<file path="src/rtl/mem_lsu.sv">
// rtl/mem_lsu.sv - load/store unit: big-endian byte lanes, single outstanding bus access with timeout.
// Optional LSU_MISALIGN_EXC_EN reports misaligned H/W/D accesses instead of aligning them.
module mem_lsu #(
  parameter int DATA_W      = 32,
  parameter int ADDR_W      = 32,
  parameter int TIMEOUT_CYC = 255
) (
  input  logic              clk,
  input  logic              rst,
  input  logic              in_valid_i,
  output logic              in_ready_o,
  input  logic              flush_i,
  input  logic [4:0]        mem_op_i,
  input  logic [ADDR_W-1:0] addr_i,
  input  logic [DATA_W-1:0] st_data_i,
  input  logic [4:0]        wd_i,
  input  logic              wreg_i,
  input  logic [DATA_W-1:0] wdata_i,
  output logic              out_valid_o,
  output logic [4:0]        wd_o,
  output logic              wreg_o,
  output logic [DATA_W-1:0] wdata_o,
  output logic              bus_req_o,
  output logic              bus_we_o,
  output logic [ADDR_W-1:0] bus_addr_o,
  output logic [DATA_W/8-1:0] bus_sel_o,
  output logic [DATA_W-1:0] bus_wdata_o,
  input  logic              bus_ack_i,
  input  logic [DATA_W-1:0] bus_rdata_i,
  output logic [1:0]        exc_o,
  output logic [ADDR_W-1:0] badaddr_o
);
  localparam int NB    = DATA_W / 8;
  localparam int OFF_W = $clog2(NB);
  localparam logic [0:0]  S_IDLE   = 1'b0;
  localparam logic [0:0]  S_WAIT   = 1'b1;
  localparam logic [15:0] CNT_LAST = 16'(TIMEOUT_CYC - 1);

  logic [0:0]        state_q, state_d;
  logic [15:0]       cnt_q, cnt_d;
  logic              bus_req_q, bus_req_d, bus_we_q, bus_we_d;
  logic [ADDR_W-1:0] bus_addr_q, bus_addr_d;
  logic [NB-1:0]     bus_sel_q, bus_sel_d;
  logic [DATA_W-1:0] bus_wdata_q, bus_wdata_d;
  logic [3:0]        ld_lo_q, ld_lo_d, ld_nb_q, ld_nb_d;
  logic              ld_uns_q, ld_uns_d, is_st_q, is_st_d, kill_q, kill_d;
  logic [4:0]        op_wd_q, op_wd_d, wd_q, wd_d;
  logic              op_wreg_q, op_wreg_d, wreg_q, wreg_d;
  logic              out_valid_q, out_valid_d;
  logic [DATA_W-1:0] wdata_q, wdata_d;
  logic [1:0]        exc_q, exc_d;
  logic [ADDR_W-1:0] badaddr_q, badaddr_d;

  logic [1:0]        size_eff;
  logic [3:0]        nbytes, lane_lo;
  logic [OFF_W-1:0]  off_raw, low_m, off_al;
  logic [15:0]       sel16;
  logic [DATA_W-1:0] st_rep, ld_shift, ld_mask, ld_top, ld_val;
  logic              ld_neg;

  // Request decode; lane_lo is the bus_sel bit index of the last (least significant) byte.
  always_comb begin
    size_eff = (DATA_W == 32 && mem_op_i[1:0] == 2'd3) ? 2'd2 : mem_op_i[1:0];
    nbytes   = 4'd1 << size_eff;
    off_raw  = addr_i[OFF_W-1:0];
    low_m    = OFF_W'(nbytes - 4'd1);
    off_al   = off_raw & ~low_m;
    lane_lo  = 4'(NB) - 4'(off_al) - nbytes;
    sel16    = ((16'd1 << nbytes) - 16'd1) << lane_lo;
    case (size_eff)
      2'd0:    st_rep = {NB{st_data_i[7:0]}};
      2'd1:    st_rep = {(NB/2){st_data_i[15:0]}};
      2'd2:    st_rep = {(NB/4){st_data_i[31:0]}};
      default: st_rep = st_data_i;
    endcase
  end

  // Load return path: right-justify the selected lanes, then extend from the top selected bit.
  always_comb begin
    ld_shift = bus_rdata_i >> {ld_lo_q, 3'b000};
    ld_mask  = ~({DATA_W{1'b1}} << {ld_nb_q, 3'b000});
    ld_top   = ld_mask & ~(ld_mask >> 1);
    ld_neg   = ~ld_uns_q & (|(ld_shift & ld_top));
    ld_val   = (ld_shift & ld_mask) | (ld_neg ? ~ld_mask : '0);
  end

  always_comb begin
    state_d     = state_q;
    cnt_d       = cnt_q;
    bus_req_d   = bus_req_q;
    bus_we_d    = bus_we_q;
    bus_addr_d  = bus_addr_q;
    bus_sel_d   = bus_sel_q;
    bus_wdata_d = bus_wdata_q;
    ld_lo_d     = ld_lo_q;
    ld_nb_d     = ld_nb_q;
    ld_uns_d    = ld_uns_q;
    is_st_d     = is_st_q;
    kill_d      = kill_q;
    op_wd_d     = op_wd_q;
    op_wreg_d   = op_wreg_q;
    out_valid_d = 1'b0;
    wd_d        = wd_q;
    wreg_d      = wreg_q;
    wdata_d     = wdata_q;
    exc_d       = exc_q;
    badaddr_d   = badaddr_q;
    case (state_q)
      S_IDLE: begin
        if (in_valid_i && !flush_i) begin
          if (!mem_op_i[4]) begin
            out_valid_d = 1'b1;
            wd_d        = wd_i;
            wreg_d      = wreg_i;
            wdata_d     = wdata_i;
            exc_d       = 2'b00;
            badaddr_d   = '0;
          end
`ifdef LSU_MISALIGN_EXC_EN
          else if (|(off_raw & low_m)) begin
            out_valid_d = 1'b1;
            wd_d        = wd_i;
            wreg_d      = 1'b0;
            wdata_d     = '0;
            exc_d       = mem_op_i[3] ? 2'b10 : 2'b01;
            badaddr_d   = addr_i;
          end
`endif
          else begin
            state_d     = S_WAIT;
            cnt_d       = '0;
            bus_req_d   = 1'b1;
            bus_we_d    = mem_op_i[3];
            bus_addr_d  = {addr_i[ADDR_W-1:OFF_W], off_al};
            bus_sel_d   = sel16[NB-1:0];
            bus_wdata_d = mem_op_i[3] ? st_rep : '0;
            ld_lo_d     = lane_lo;
            ld_nb_d     = nbytes;
            ld_uns_d    = mem_op_i[2];
            is_st_d     = mem_op_i[3];
            op_wd_d     = wd_i;
            op_wreg_d   = wreg_i;
            kill_d      = 1'b0;
          end
        end
      end
      S_WAIT: begin
        kill_d = kill_q | flush_i;
        // Ack is tested first so it wins over a counter expiring on the same edge.
        if (bus_ack_i || cnt_q == CNT_LAST) begin
          state_d     = S_IDLE;
          bus_req_d   = 1'b0;
          bus_we_d    = 1'b0;
          out_valid_d = ~(kill_q | flush_i);
          wd_d        = op_wd_q;
          if (bus_ack_i) begin
            wreg_d    = op_wreg_q & ~is_st_q;
            wdata_d   = is_st_q ? '0 : ld_val;
            exc_d     = 2'b00;
            badaddr_d = '0;
          end else begin
            wreg_d    = 1'b0;
            wdata_d   = '0;
            exc_d     = 2'b11;
            badaddr_d = bus_addr_q;
          end
        end else begin
          cnt_d = cnt_q + 16'd1;
        end
      end
      default: state_d = S_IDLE;
    endcase
  end

  always_ff @(posedge clk) begin
    if (rst) begin
      state_q     <= S_IDLE;
      cnt_q       <= '0;
      bus_req_q   <= 1'b0;
      bus_we_q    <= 1'b0;
      bus_addr_q  <= '0;
      bus_sel_q   <= '0;
      bus_wdata_q <= '0;
      ld_lo_q     <= '0;
      ld_nb_q     <= '0;
      ld_uns_q    <= 1'b0;
      is_st_q     <= 1'b0;
      kill_q      <= 1'b0;
      op_wd_q     <= '0;
      op_wreg_q   <= 1'b0;
      out_valid_q <= 1'b0;
      wd_q        <= '0;
      wreg_q      <= 1'b0;
      wdata_q     <= '0;
      exc_q       <= 2'b00;
      badaddr_q   <= '0;
    end else begin
      state_q     <= state_d;
      cnt_q       <= cnt_d;
      bus_req_q   <= bus_req_d;
      bus_we_q    <= bus_we_d;
      bus_addr_q  <= bus_addr_d;
      bus_sel_q   <= bus_sel_d;
      bus_wdata_q <= bus_wdata_d;
      ld_lo_q     <= ld_lo_d;
      ld_nb_q     <= ld_nb_d;
      ld_uns_q    <= ld_uns_d;
      is_st_q     <= is_st_d;
      kill_q      <= kill_d;
      op_wd_q     <= op_wd_d;
      op_wreg_q   <= op_wreg_d;
      out_valid_q <= out_valid_d;
      wd_q        <= wd_d;
      wreg_q      <= wreg_d;
      wdata_q     <= wdata_d;
      exc_q       <= exc_d;
      badaddr_q   <= badaddr_d;
    end
  end

  assign in_ready_o  = (state_q == S_IDLE);
  assign out_valid_o = out_valid_q;
  assign wd_o        = wd_q;
  assign wreg_o      = wreg_q;
  assign wdata_o     = wdata_q;
  assign bus_req_o   = bus_req_q;
  assign bus_we_o    = bus_we_q;
  assign bus_addr_o  = bus_addr_q;
  assign bus_sel_o   = bus_sel_q;
  assign bus_wdata_o = bus_wdata_q;
  assign exc_o       = exc_q;
  assign badaddr_o   = badaddr_q;
endmodule
</file>
<file path="config.mk">
export PLATFORM = sky130hd
export DESIGN_NAME = mem_lsu
export DESIGN_NICKNAME = d
export VERILOG_FILES = /design/src/rtl/mem_lsu.sv
export SDC_FILE = /design/constraint.sdc
export NUM_CORES = 1
export LEC_CHECK = 0
export ABC_AREA = 0
export CAP_MARGIN = 20
export CORE_MARGIN = 2
export CORE_UTILIZATION = 47
export CTS_CLUSTER_DIAMETER = 30
export DETAILED_ROUTE_END_ITERATION = 10
export GPL_TIMING_DRIVEN = 1
export MAX_ROUTING_LAYER = met4
export PLACE_DENSITY = 0.94
export SYNTH_ARGS = -nofsm -noshare
export SYNTH_HDL_FRONTEND = slang
export SYNTH_SLANG_ARGS = --single-unit
</file>
<file path="constraint.sdc">
create_clock -name clk -period 4.9 [get_ports clk]
set_input_delay 0.49 -clock clk [delete_from_list [all_inputs] [get_ports clk]]
set_output_delay 0.49 -clock clk [all_outputs]
set_load 0.01 [all_outputs]
</file>
# Yosys cells after proc, flatten, opt, wreduce, memory -nomap -nowiden
# Cells that the tools add are included.
[word_totals]
wordCells = 115
register_bits = 177
inputBits = 144
out_inout_bits = 144
[classes]
addsub = 5
n_reduce_logical = 10
n_bitwise = 16
n_shift = 5
mux = 51
eq_ne = 8
[op_table]
columns = ["cell", "count"]
rows = [
  ["$mux 32", 11],
  ["$pmux 32 s2", 3],
  ["$and 32x32->32", 3],
  ["$not 32->32", 2],
  ["$mux 16", 3],
  ["$not 31->32", 1],
  ["$or 32x32->32", 1],
  ["$pmux 16 s2", 1],
  ["$reduce_or 32->1", 1],
  ["$shl 32x7->32 const A", 1],
  ["$shr 32x7->32", 1],
  ["$mux 1", 17],
  ["$add 16x1->16 const B", 1],
  ["$eq 16x8->1 const B", 1],
  ["$shl 1x4->16 const A", 1],
  ["$shl 16x4->4", 1],
  ["$sub 16x1->16 const B", 1],
  ["$mux 5", 3],
  ["$pmux 1 s2", 6],
  ["$reduce_and 3->1", 4],
  ["$mux 2", 5],
  ["$pmux 5 s2", 1],
  ["$ne 2x1->1 const B", 3],
  ["$ne 2x2->1 const B", 2],
  ["17 further kinds", 21],
]

# Depth between registers and ports, before layout
[logic_depth]
word_depth = 13
mapped_depth = 10
mapped_depth_nobuf = 8

# Worst setup path before layout
# OpenSTA, ideal clock, no wires.
[synth_timing]
path_kind = "input to register"
startpoint = "in mem_op_i[0]"
endpoint = "reg bus_sel_q[0], in the netlist bus_sel_o[0]"
setup_time_ps = 117
path_slack_ps = 2462
path_buffers = 2
required_ps = 4783
arrival_ps = 2321
stages = 10
path_cell_list = "clkbuf_1 > buf_1 > xor2_1 > nand2b_1 > ha_1 > inv_1 > fa_1 > nand3b_1 > nor2_1 > a22o_1"
[synth_between]
elab_chain_cells = 9
word_cells_on_any_way = 11
classes_between = "4 x add/sub; 1 x eq/ne; 3 x shift; 1 x mux; 2 x bitwise"
[synth_lines]
columns = ["element", "line_no", "rtl"]
rows = [
  ["start: declaration", "13", "input logic [4:0] mem_op_i,"],
  ["$eq 2x2->1", "63", "size_eff = (DATA_W == 32 && mem_op_i[1:0] == 2'd3) ? 2'd2 : mem_op_i[1:0];"],
  ["$mux 2 *", "63", ""],
  ["$shl 1x2->4 *", "64", "nbytes = 4'd1 << size_eff;"],
  ["$sub 2x1->2", "66", "low_m = OFF_W'(nbytes - 4'd1);"],
  ["$not 2->2", "67", "off_al = off_raw & ~low_m;"],
  ["$and 2x2->2", "67", ""],
  ["$sub 3x2->4", "68", "lane_lo = 4'(NB) - 4'(off_al) - nbytes;"],
  ["$sub 4x4->4", "68", ""],
  ["$shl 16x4->4 *", "69", "sel16 = ((16'd1 << nbytes) - 16'd1) << lane_lo;"],
  ["end signal: assignment", "203", "bus_sel_q <= bus_sel_d;"],
  ["end: declaration", "43", "logic [NB-1:0] bus_sel_q, bus_sel_d;"],
]
# Mark *: on every way between the ends. The rest lies on a longest branch, timed or not.
# A chain may end at the register's enable or synchronous reset.

# Worst setup path in the final report
[layout_timing]
startpoint = "reg state_q"
endpoint = "reg wdata_q[27], in the netlist wdata_o[27]"
[layout_between]
elab_chain_cells = 3
word_cells_on_any_way = 6
classes_between = "3 x eq/ne; 1 x mux; 1 x bitwise; 1 x reduce/logical"
[layout_lines]
columns = ["element", "line_no", "rtl"]
rows = [
  ["start: declaration", "39", "logic [0:0] state_q, state_d;"],
  ["start signal: assignment", "198", "state_q <= state_d;"],
  ["$not 1->1 (no line)", "--", ""],
  ["$ne 2x2->1 (no line) or $ne 2x1->1 (tied branches)", "--", ""],
  ["$reduce_and 3->1 (no line)", "--", ""],
  ["end signal: assignment", "215", "wdata_q <= wdata_d;"],
  ["end: declaration", "50", "logic [DATA_W-1:0] wdata_q, wdata_d;"],
]
# Several ways; a longest one is shown, not always the timed one.

==> impl_metrics.csv <==
group,metric,value,unit
route,vias_per_cell,5.71,
pwr,power.share.clock,41.0,%
clock_network,cts_max_level,4,
clock_network,clockBufferDepth,2,
placement,port_buffers,287,
min_path,worstHoldEndpoint,"bus_wdata_o[10]",
synth,synth_async_sr_flop_share,0,%
route,routed_wl,24100,µm
pwr,leakage,0.00389,µW
clock_network,post_cts_buffers,0,
route,via_count,7427,
layout,final_nets,1224,
timing,final-hold-violation-count,0,
global_route,grt_pass1_wl,36600,µm
die,pin_count,288,
global_route,grt_pass1_vias,6998,
timing,tns,0,ns
synth,synth_area_leaders,"dfxtp_1 (48%), a21oi_1 (7.2%), nand2_1 (6.8%)",
pwr,power_switching,853,µW
synth,mappedNetlistArea,7390,µm²
timing,max_freq,0.360,GHz
die,die_area,16700,µm²
synth,syn_inst,823,
die,core-area,15300,µm²
min_path,whs_path_depth,2,
timing,maxSlewHeadroom,25.3,%
synth,synth_largest_area_cell,"dfxtp_1",
die,fp.dieH,129,µm
clock_network,clk_pin_slew,0.07,ns
setup_path,cp-end-kind,"register",
layout,final_common_cell,"clkdlybuf4s50_1",
run_status,outcome,"finished clean",
synth,ys_ff_latch,176,
die,rows,45,
layout,stdcell_area,10900,µm²
layout,area_delta_synth_final,48.1,%
min_path,worstHoldStart,"bus_wdata_o[10]",
pwr,power_density,295,nW/µm²
synth,yosys_warnings,0,
synth,yosys.cell_types.count,59,
clock_network,cts_tree,"yes",
clock_network,numClockSinks,176,
clock_network,cts_hold_buffers,0,
global_route,grtUsageTotal,28.7,%
synth,synth-main-ff-cell,"dfxtp_1",
die,start_util,48.4,%
route,drt-pass1-iter-count,8,
timing,setup_viol,0,
setup_path,ff2ff_path_depth,5,
timing,fin_crit_sh,56.6,%
layout,diodes,0,
setup_path,startpoint_type,"register",
pwr,ir_worst_vdd,0.228,mV
setup_path,regToRegEndpoint,"wdata_o[27]",
clock_network,clock-root-buffer,"clkbuf_16",
layout,drive_gt1_share,6.52,%
clock_network,cts-buffers-inserted,17,
timing,drv_slew,0,
pwr,total_power,3230,µW
pwr,sw_frac_of_total,26.4,%
synth,syn_nets,971,
clock_network,clk_latency,0.43,ns
setup_path,reg2reg_setup_slack,2.13,ns
global_route,overflow,0,
pwr,pwr-share-seq,46.2,%
synth,syn_area_per_cell,8.98,µm²
die,die_x,129,µm
global_route,grt_max_degree,54,
pwr,p_int,2370,µW
clock_network,cts.repair.resized,0,
timing,min_period,2.77,ns
synth,yosysSeqAreaShare,47.7,%
placement,finalWeightedCongestion,0.954,
timing,whs,0.451,ns
route,drt_iter0_markers,612,
route,post_drt_wl_per_cell,18.6,µm
route,post-route-drc-count,0,
global_route,antenna_found_initial,0,
setup_path,cp.arrival,3.05,ns
synth,synth_edf_count,0,
run,drv_cap,0,
setup_path,path_class,"register to register",
setup_path,path_max_fanout,17,
layout,final_cell_mix,"clkdlybuf4s50_1 (286), dfxtp_1 (176), nand2_1 (133), a21oi_1 (106)",
synth,synth_top_area_share,47.7,%
min_path,holdCritPathClass,"register to register",
timing,finClkSkew,0.00975,ns
pwr,combPwrFrac,12.8,%
timing,tightest_slew,1.11,ns
route,ant_nets,0,
setup_path,r2r-start,"state_q",
placement,hpwl,17200,µm
setup_path,required,5.18,ns
timing,rsz0062_at_grt,"no",
placement,placed_area,10300,µm²
-- area by class of cell --
cell class                      count  area [µm²]
Tap cell                          211         264
Timing Repair Buffer              297        2970
Inverter                            8        30.0
Fill cell                        1123        4310
Multi-Input combinational cell    576        3590
Clock buffer                       18         439
Clock inverter                     14         139
Sequential cell                   176        3520
-- synthesized netlist by cell type, types with 6 or more instances --
library cell	n
dfxtp_1	176
nand2_1	133
a21oi_1	106
nor2_1	47
mux2i_1	45
a22o_1	42
o21ai_0	42
clkbuf_1	40
a22oi_1	23
o22ai_1	15
buf_2	13
nand3_1	10
or3_1	9
a221o_1	8
and3_1	8
mux2_2	8
a211oi_1	7
inv_1	7
o2bb2ai_1	7
buf_1	6
-- worst max-delay path by stage --
stage | startpoint | end | slack (ns) | cells past startpoint
after detailed placement | flush_i | wdata_o[9] | 1.41 | 6
after global routing | state_q | wdata_o[7] | 1.94 | 5
after CTS | state_q | wdata_o[11] | 1.69 | 5
after floorplan | mem_op_i[0] | bus_sel_o[0] | 2.46 | 10
after global placement | flush_i | wdata_o[8] | 1.50 | 6
final | state_q | wdata_o[27] | 2.13 | 5
-- flip-flops by register name, summed over array words and instances, names as in the netlist --
| register | cells |
|---|---|
| state_q | 1 |
| ld_lo_q | 4 |
| bus_req_o | 1 |
| wd_o | 5 |
| badaddr_o | 32 |
| kill_q | 1 |
| op_wreg_q | 1 |
| out_valid_o | 1 |
| wreg_o | 1 |
| ld_uns_q | 1 |
| bus_sel_o | 4 |
| cnt_q | 16 |
| bus_we_o | 1 |
| is_st_q | 1 |
| bus_wdata_o | 32 |
| exc_o | 1 |
| op_wd_q | 5 |
| bus_addr_o | 32 |
| wdata_o | 32 |
| ld_nb_q | 4 |
-- critical path, stage by stage, from the launching register on --
cell,delay (ns)
dfxtp_1,0.58
nor4b_4,1.02
a21oi_1,0.15
o21a_1,0.43
a22oi_1,0.30
o22ai_1,0.13
-- power groups by stage --
| stage | combinational, µW | sequential, µW | clock [µW] |
|---|---|---|---|
| 2_1_floorplan | 160 | 1530 | 0 |
| 3_3_place_gp | 398 | 1520 | 0 |
| 3_5_place_dp | 405 | 1520 | 0 |
| 4_1_cts | 409 | 1490 | 1340 |
| 5_1_grt | 441 | 1490 | 1390 |
| 6_report | 414 | 1490 | 1320 |
-- cell families (layout without fill, tap and decap cells) --
logic type,Yosys count,after routing,synth area share (%)
buf+inv,71,337,4.08
mux,53,53,7.31
simple gates,244,244,15.7
fa+ha+maj,4,4,0.779
xor+xnor,8,8,0.948
compound gates,267,267,23.5
flops,176,176,47.7
-- stage by stage --
step / instances / setup slack [ns] / utilization (%)
5_1_grt: 1300 / 1.94 / 71.8
3_5_place_dp: 1265 / 1.41 / 67.7
3_3_place_gp: 1265 / 1.50 / 67.7
2_1_floorplan: 823 / 2.46 / -
6_report: 1300 / 2.13 / 71.8
4_1_cts: 1297 / 1.69 / 71.4
-- per-layer routing --
metal / share of wire [%] / vias to the layer above / GRT usage (%)
li1: - / 3461 / -
met1: 40 / 3491 / 34.4
met5: 0 / - / -
met2: 48 / 399 / 46.0
met4: 3.9 / 0 / 12.7
met3: 8.5 / 76 / 6.98
Power figures use the tool's default switching activity.
==> RTL edit, RTL diff (config.mk and constraints unchanged) <==
Build with the macro `LSU_MISALIGN_EXC_EN` defined.
--- a/src/rtl/mem_lsu.sv
+++ b/src/rtl/mem_lsu.sv
@@ -2,2 +2,4 @@
 // Optional LSU_MISALIGN_EXC_EN reports misaligned H/W/D accesses instead of aligning them.
+`define LSU_MISALIGN_EXC_EN
+
 module mem_lsu #(
Function: changed (a bounded check fails within 4 cycles, from zero or initial values and one cycle with rst high).
==> RTL edit against the unedited design <==
Synthesized area increased by 8.6%. Non-clock buffer count up 3. Power grew 6.3%. Sequential cell count increased by 1. Setup slack worse by 0.57 ns. Design area up 5.1%. Clock skew up 0.0061 ns. Wire length rose by 9.6%. Largest cell class unchanged.
==> RTL edit: results (changes against the unedited design) <==
Global routing:
- The met3 track utilization from global routing is 6.16% (-0.82 points).
- The via count of the first global-routing pass was 8,044 (+15%).
- The total track usage is 29.5% (+0.83 points).
- The largest net degree at the start of global routing is 92 (+70%).
- The met1 demand-to-capacity share in global routing is 34.5% (+0.13 points).

Detailed routing:
- The number of detailed-route iterations in the first pass came to 7 (-1).
- The routed wire length on met2 is 13.1 mm (+13%).
- The count of routing violations after the opening detailed-route iteration is 566 (-7.5%).
- The routed wire length on met3 came to 2.20 mm (+7.7%).

Timing:
- The transition time at the pin with the least slew margin is 1.07 ns (-0.0467 ns).

Pwr:
- The peak supply drop came to 0.000241 V (+5.8%).
- The power per standard cell area is 298 nW/um^2 (+1.2%).
- The part of the total power dissipated in the clock network is 39.0% (-2.0 points).
- The total sequential power was 0.00154 W (+3%).

Layout:
- The share of layout cells above drive strength 1 is 7.14% (+0.62 points).
- The number of signal-net inverters in the final layout is 9 (+1).
- The number of non-clock buffers in the layout was 300 (+1.0%).
- The number of combinational gates with multiple inputs is 673 (+17%).
- The filler cell count was 1,285 (+14%).
- The final instance area was 11,500 sq um (+5.1%).
- The final instance count without filler cells was 1,411 (+8.5%).
- The fraction of area in multi-input gates is 35.7% (+2.9 points).
- The share of final layout cell area taken by non-clock buffers came to 25.9% (-1.2 points).

Placement:
- The pre-CTS setup slack is 1.24 ns (-0.171 ns).
- The routability congestion estimate from global placement is 0.886 (-7.1%).

Yosys:
- The post-synthesis average cell area was 8.57 sq um (-4.6%).
- Ranked by total cell area, the synthesized netlist is headed by dfxtp_1, nand2_1, a21oi_1, o21ai_0, mux2i_1.
- The xor/xnor cell area share of the yosys netlist is 0.327% (-0.62 points).
- The net count of the mapped netlist is 1,085 (+12%).
- The synthesized-area fraction occupied by ao, oa, aoi and oai cells is 22.8% (-0.70 points).
- The number of unique standard cell types used by synthesis is 61 (+3.4%).

Worst setup path:
- The largest individual stage delay along the critical path comes from the cell and3_2.
- The maximum fanout along the worst path is 50 (+33).
- The biggest cell delay along the critical path is 0.89 ns (-0.13 ns).
- The data arrival time of the critical path is 3.67 ns (+0.62 ns).

CTS:
- The number of sinks on the clock net came to 177 (+0.57%).

Status:
- The run finished with clean final reports.
## RTL edit: cell types whose count changed after synthesis, sizes merged, moves of 9 or more
cell,delta
o2bb2ai,-9
a31oi,+16
mux2i,-14
mux2,+9
nor3,+36
nor2,+32
a22o,-34
a22oi,-13
a221oi,+32
a21oi,-9
nand4,+9
buf,+14
o22ai,-12
o21ai,+34
## RTL edit: final timing paths
kind,startpoint,endpoint,slack (ns),depth (start not counted)
setup / recovery,state_q$_SDFF_PP0_,bus_wdata_o[11]$_SDFFE_PP0P_,1.55,4
hold / removal,op_wd_q[0]$_SDFFE_PP0P_,op_wd_q[0]$_SDFFE_PP0P_,0.46,2
setup reg to reg,state_q$_SDFF_PP0_,bus_wdata_o[11]$_SDFFE_PP0P_,1.55,4
hold reg to reg,op_wd_q[0]$_SDFFE_PP0P_,op_wd_q[0]$_SDFFE_PP0P_,0.46,2
